### config.mk
export PLATFORM = sky130hd
export DESIGN_NAME = image_transform_engine
export DESIGN_NICKNAME = d
export VERILOG_FILES = /design/src/rtl/image_transform_engine.sv
export SDC_FILE = /design/constraint.sdc
export NUM_CORES = 1
export LEC_CHECK = 0
export CAP_MARGIN = 20
export CORE_ASPECT_RATIO = 0.7
export CORE_MARGIN = 1
export CORE_UTILIZATION = 51
export CTS_CLUSTER_DIAMETER = 120
export DETAILED_ROUTE_END_ITERATION = 16
export PLACE_DENSITY = 0.95
export SLEW_MARGIN = 10
export SYNTH_ARGS = -nofsm -noshare
export SYNTH_HDL_FRONTEND = slang
export SYNTH_SLANG_ARGS = --single-unit
### constraint.sdc
create_clock -name clk -period 14.31 [get_ports clk]
set_input_delay 2.862 -clock clk [delete_from_list [all_inputs] [get_ports clk]]
set_output_delay 2.862 -clock clk [all_outputs]
set_load 0.01 [all_outputs]
### src/rtl/image_transform_engine.sv
`timescale 1ns/1ps
// In-place image mirror (horizontal/vertical) with optional pixel inversion over a 2R/2W memory.
// Latency: 2 cycles per visited pixel pair (read, then swap-write), plus one DONE cycle.
// No backpressure: memory is assumed to accept every read/write in the cycle it is issued.
module image_transform_engine #(
    parameter int               IMG_W    = 320,
    parameter int               IMG_H    = 240,
    parameter int               PIX_W    = 32,
    parameter int               ADDR_W   = 17,
    parameter logic [PIX_W-1:0] INV_MASK = PIX_W'(32'h00FF_FFFF)
) (
    input  logic              clk,
    input  logic              reset_n,
    input  logic              start,
    input  logic              flip_h,
    input  logic              flip_v,
    input  logic              invert,
    output logic              busy,
    output logic              done,
    output logic              rd0_en,
    output logic [ADDR_W-1:0] rd0_addr,
    input  logic [PIX_W-1:0]  rd0_data,
    output logic              rd1_en,
    output logic [ADDR_W-1:0] rd1_addr,
    input  logic [PIX_W-1:0]  rd1_data,
    output logic              wr0_en,
    output logic [ADDR_W-1:0] wr0_addr,
    output logic [PIX_W-1:0]  wr0_data,
    output logic              wr1_en,
    output logic [ADDR_W-1:0] wr1_addr,
    output logic [PIX_W-1:0]  wr1_data
);

    typedef enum logic [1:0] {
        S_IDLE = 2'd0,
        S_RD   = 2'd1,
        S_WR   = 2'd2,
        S_DONE = 2'd3
    } state_t;

    localparam logic [ADDR_W-1:0] LP_W          = ADDR_W'(IMG_W);
    localparam logic [ADDR_W-1:0] LP_W_M1       = ADDR_W'(IMG_W - 1);
    localparam logic [ADDR_W-1:0] LP_H_M1       = ADDR_W'(IMG_H - 1);
    localparam logic [ADDR_W-1:0] LP_HALF_W_M1  = ADDR_W'((IMG_W + 1) / 2 - 1);
    localparam logic [ADDR_W-1:0] LP_HALF_H_M1  = ADDR_W'((IMG_H + 1) / 2 - 1);
    localparam logic [ADDR_W-1:0] LP_MID_ROW    = ADDR_W'(IMG_H / 2);
    localparam bit                LP_H_ODD      = (IMG_H % 2) == 1;

    state_t              r_state;
    logic [ADDR_W-1:0]   r_row;
    logic [ADDR_W-1:0]   r_col;
    logic                r_fh;
    logic                r_fv;
    logic                r_inv;

    logic [ADDR_W-1:0]   w_row_p;
    logic [ADDR_W-1:0]   w_col_p;
    logic [ADDR_W-1:0]   w_own_addr;
    logic [ADDR_W-1:0]   w_part_addr;
    logic                w_self;
    logic                w_half_cols;
    logic [ADDR_W-1:0]   w_col_last;
    logic [ADDR_W-1:0]   w_row_last;
    logic                w_last_elem;
    logic [PIX_W-1:0]    w_src0;

    // Partner coordinates/addresses and the shape of the visit set for the current row.
    // With both flips and an odd height, the middle row mirrors onto itself, so only
    // its left half (plus the centre column) is visited; every other row is visited in full.
    always_comb begin
        w_row_p     = r_fv ? (LP_H_M1 - r_row) : r_row;
        w_col_p     = r_fh ? (LP_W_M1 - r_col) : r_col;
        w_own_addr  = r_row * LP_W + r_col;
        w_part_addr = w_row_p * LP_W + w_col_p;
        w_self      = (w_own_addr == w_part_addr);
        w_half_cols = r_fh && (!r_fv || (LP_H_ODD && (r_row == LP_MID_ROW)));
        w_col_last  = w_half_cols ? LP_HALF_W_M1 : LP_W_M1;
        w_row_last  = r_fv ? LP_HALF_H_M1 : LP_H_M1;
        w_last_elem = (r_col == w_col_last) && (r_row == w_row_last);
        // A self-paired pixel only has port-0 read data; port 1 was never enabled.
        w_src0      = w_self ? rd0_data : rd1_data;
    end

    // Sequencer: latch modes on start, then alternate read/swap-write per visit element.
    always_ff @(posedge clk or negedge reset_n) begin
        if (!reset_n) begin
            r_state <= S_IDLE;
            r_row   <= '0;
            r_col   <= '0;
            r_fh    <= 1'b0;
            r_fv    <= 1'b0;
            r_inv   <= 1'b0;
        end else begin
            case (r_state)
                S_IDLE: begin
                    if (start) begin
                        r_fh    <= flip_h;
                        r_fv    <= flip_v;
                        r_inv   <= invert;
                        r_row   <= '0;
                        r_col   <= '0;
                        r_state <= S_RD;
                    end
                end
                S_RD: begin
                    r_state <= S_WR;
                end
                S_WR: begin
                    if (r_col == w_col_last) begin
                        r_col <= '0;
                        r_row <= r_row + 1'b1;
                    end else begin
                        r_col <= r_col + 1'b1;
                    end
                    r_state <= w_last_elem ? S_DONE : S_RD;
                end
                default: begin
                    r_state <= S_IDLE;
                end
            endcase
        end
    end

    // Memory port and status decode; everything keys off the registered state so
    // a reset drops all enables in the same cycle.
    always_comb begin
        busy     = (r_state == S_RD) || (r_state == S_WR);
        done     = (r_state == S_DONE);
        rd0_en   = (r_state == S_RD);
        rd1_en   = (r_state == S_RD) && !w_self;
        rd0_addr = w_own_addr;
        rd1_addr = w_part_addr;
        wr0_en   = (r_state == S_WR);
        wr1_en   = (r_state == S_WR) && !w_self;
        wr0_addr = w_own_addr;
        wr1_addr = w_part_addr;
        wr0_data = r_inv ? (w_src0 ^ INV_MASK) : w_src0;
        wr1_data = r_inv ? (rd0_data ^ INV_MASK) : rd0_data;
    end

endmodule

==> out/qor.csv <==
stage,metric,value,unit
status,status,finished clean,
cells_and_area,diodes,0,
min_path,worstHoldPathType,reg2reg,
timing,fmax,0.115,GHz
global_route,grt_pass1_vias,5471,
clocking,cts_setup_buffers,0,
cells_and_area,fin_cells,1075,
synthesis,syn_area,6160,um^2
power,ir_drop,145,uV
timing,rsz0062_at_grt,false,
cells_and_area,nets,1050,
timing,finalHoldViolations,0,
worst_setup_path,worstPathRequired,11.45,ns
synthesis,syn_inst,788,
synthesis,synth_area_leaders,"dfrtp_1, ha_1, nor2b_1",
synthesis,synth-edff-count,0,
synthesis,async_reset_ff_frac,1.00,
routing,first_pass_iters,5,
clocking,holdBufCountCts,0,
placement,dp_cells,1066,
global_route,grt_usage,0.267,
global_route,gr-total-overflow,0,
timing,maxSlewViolCount,0,
synthesis,ys_seq_area_frac,0.158,
power,p_comb_frac,0.801,
clocking,insertion_delay,0.29,ns
routing,ant_nets,0,
placement,place_area,7940,um^2
clocking,clkTransAtPathRegs,0.06,ns
synthesis,synth_cell_type_count,65,
routing,drt_iter0_drc,468,
synthesis,synth_top_area_share,0.158,
worst_setup_path,criticalPathCategory,reg2out,
global_route,grt_max_degree,98,
timing,period_share,0.610,
clocking,cts-resized-gates,0,
cells_and_area,postLayoutCellArea,8120,um^2
global_route,met3_usage,0.0405,
routing,drc,0,
cells_and_area,drive_above_1_share,0.0643,
global_route,use_met1,0.372,
flow_run,max-cap-violations,0,
timing,layout_setup_ws,5.59,ns
power,p_sw,0.652,mW
clocking,htree_levels,2,
floorplan,start_util,0.526,
synthesis,synth_warnings,0,
floorplan,die_x,133,um
floorplan,die-area,12500,um^2
timing,max_slew_margin,0.362,
floorplan,core,11700,um^2
floorplan,ios,208,
clocking,clkSinkCount,39,
placement,globalplace.congestion,0.967,
global_route,grt_first_pass_wirelength,27300,um
synthesis,yosysTopAreaCell,dfrtp_1,
timing,min_period,8.72,ns
global_route,antenna_found_initial,0,
worst_setup_path,end_kind,output port,
cells_and_area,nFillCells,949,
cells_and_area,syn2layout_area_growth,31.8,%
routing,wire_per_inst,15.9,um
clocking,cts_tree,yes,
power,power.leakage,3.57,nW
synthesis,synth_nets,921,
global_route,top_usage_layer,met2,
timing,fin_skew,0.00932,ns
power,clockPowerShare,0.089,
placement,dpl_worst_slack,5.91,ns
timing,hold_slack,0.573,ns
floorplan,die_y,94.0,um
power,pwr_density_cell,180,nW/um^2
worst_setup_path,cp_max_fo,24,
power,swShare,0.446,
routing,wirelength,17100,um
placement,dp_hpwl,13300,um
routing,num_vias,6106,
worst_setup_path,worst_setup_path_start_kind,flip-flop,
timing,setup_violations,0,
timing,finalSetupTns,0,ns
timing,worst_pin_slew,0.954,ns
synthesis,avgSynthCellArea,7.82,um^2
worst_setup_path,cp.arrival,5.86,ns
synthesis,synth-seq-cells,39,
clocking,cts_inserted_buffers,5,
power,p_seq_frac,0.110,
placement,port_buffers,207,
synthesis,yosys_most_used_dff,dfrtp_1,
clocking,root_buffer,clkbuf_16,
clocking,clk_path_buf_depth,2,
power,p_int,0.811,mW
routing,vias_per_cell,5.68,
floorplan,fp-row-count,33,
global_route,grt_use_met2,0.441,
[critical path: stages (launching register included)]
cell and delay (ns):
dfrtp_1 0.62, ha_1 0.31, a21oi_1 0.22, ha_1 0.27
ha_1 0.33, inv_1 0.07, o21bai_1 0.16, xor2_1 0.17
ha_1 0.34, a2111oi_0 0.42, o21a_1 0.23, o211a_1 0.23
xor2_1 0.08, nand4b_1 0.26, or4b_1 0.96, o22ai_1 0.31
nand2_1 0.08, clkdlybuf4s50_1 0.50
[metal layers]
layer | vias to the layer above | part of all wire
met1 | 2860 | 0.46
li1 | 2973 | -
met5 | - | 0
met2 | 256 | 0.46
met4 | 0 | 0.013
met3 | 17 | 0.072
[state kept, by name, summed over array words and instances, names as in the netlist]
| signal | flops |
|---|---|
| r_col | 17 |
| r_fh | 1 |
| r_fv | 1 |
| r_inv | 1 |
| r_row | 17 |
| r_state | 2 |
[synthesized netlist by cell type (3+ instances only)]
library cell,number
a211oi_1,5
a21o_1,5
a21oi_1,19
and2_1,4
and3_1,4
buf_2,6
buf_4,49
clkbuf_1,32
dfrtp_1,39
fa_1,4
ha_1,59
inv_1,20
mux2_1,4
mux2_2,7
nand2_1,57
nand2b_1,5
nand3_1,18
nand3b_1,3
nand4_1,13
nand4b_1,3
nor2_1,57
nor2b_1,101
nor3_1,9
nor3b_1,5
nor4_1,7
nor4b_1,5
o211a_1,5
o211ai_1,31
o21a_1,4
o21ai_0,25
o21bai_1,5
o22ai_1,24
o31ai_1,4
or2_2,25
or3_1,6
or3b_2,3
or4b_2,3
xnor2_1,36
xor2_1,44
[through the flow]
stage / util / total power [mW]
detailed placement: 0.677 / 1.32
global placement: 0.677 / 1.29
global route: 0.693 / 1.57
finish: 0.693 / 1.46
CTS: 0.692 / 1.46
floorplan: - / 0.892
[cells in the final DEF (no fill, tap or decap), types with 3 or more instances in the layout]
cell,synthesis,layout
clkdlybuf4s50_1,0,206
nor2b_1,101,101
ha_1,59,59
nand2_1,57,57
nor2_1,57,57
xor2_1,44,44
dfrtp_1,39,38
xnor2_1,36,35
o211ai_1,31,31
o21ai_0,25,25
or2_2,25,25
o22ai_1,24,24
inv_1,20,20
a21oi_1,19,19
nand3_1,18,18
nand4_1,13,13
nor3_1,9,9
nor4_1,7,7
mux2_2,7,7
or3_1,6,6
a21o_1,5,5
o21bai_1,5,5
nand2b_1,5,5
a211oi_1,5,5
o211a_1,5,5
nor4b_1,5,5
nor3b_1,5,5
clkbuf_16,0,5
o21a_1,4,4
and2_1,4,4
o31ai_1,4,4
mux2_1,4,4
and3_1,4,4
fa_1,4,4
nand4b_1,3,3
or3b_2,3,3
nand3b_1,3,3
or4b_2,3,3
buf_4,49,3
[worst paths after layout]
kind,endpoint,start,depth (start not counted),slack [ns]
max in group asynchronous,r_inv$_DFFE_PN0P_,reset_n,1,11.00
worst min-delay path,r_row[12]$_DFFE_PN0P_,r_row[12]$_DFFE_PN0P_,2,0.57
worst max-delay path,wr0_data[20],r_row[4]$_DFFE_PN0P_,17,5.59
worst min register to register,r_row[12]$_DFFE_PN0P_,r_row[12]$_DFFE_PN0P_,2,0.57
min in group asynchronous,r_fh$_DFFE_PN0P_,reset_n,1,2.69
worst max register to register,r_row[16]$_DFFE_PN0P_,r_col[14]$_DFFE_PN0P_,8,10.99
[power groups by stage]
stage / sequential (mW) / clock (mW) / combinational (mW)
after floorplan: 0.141 / 0 / 0.751
final: 0.161 / 0.130 / 1.17
after global routing: 0.164 / 0.135 / 1.27
after CTS: 0.160 / 0.131 / 1.17
after global placement: 0.159 / 0 / 1.13
after detailed placement: 0.161 / 0 / 1.16
[kinds of logic after synthesis]
kind of cell | Yosys count | share of synthesized area
AND/OR/NAND/NOR | 337 | 0.303
AO/OA/AOI/OAI | 142 | 0.154
buffers and inverters | 109 | 0.0976
XOR/XNOR | 85 | 0.131
adder cells (fa/ha/maj) | 63 | 0.133
flip-flops | 39 | 0.158
multiplexers | 13 | 0.0233
[layout make-up]
type / count / area, um^2 / share of cell area
clock buffers: 5 / 125 / 0.0154
clock inverters: 3 / 46.3 / 0.00570
well taps: 157 / 196 / 0.0242
multi-input cells: 640 / 4600 / 0.567
inverters: 20 / 75.1 / 0.00924
flip-flops and latches: 39 / 977 / 0.120
repair buffers: 211 / 2100 / 0.259
Power figures use the tool's default switching activity.
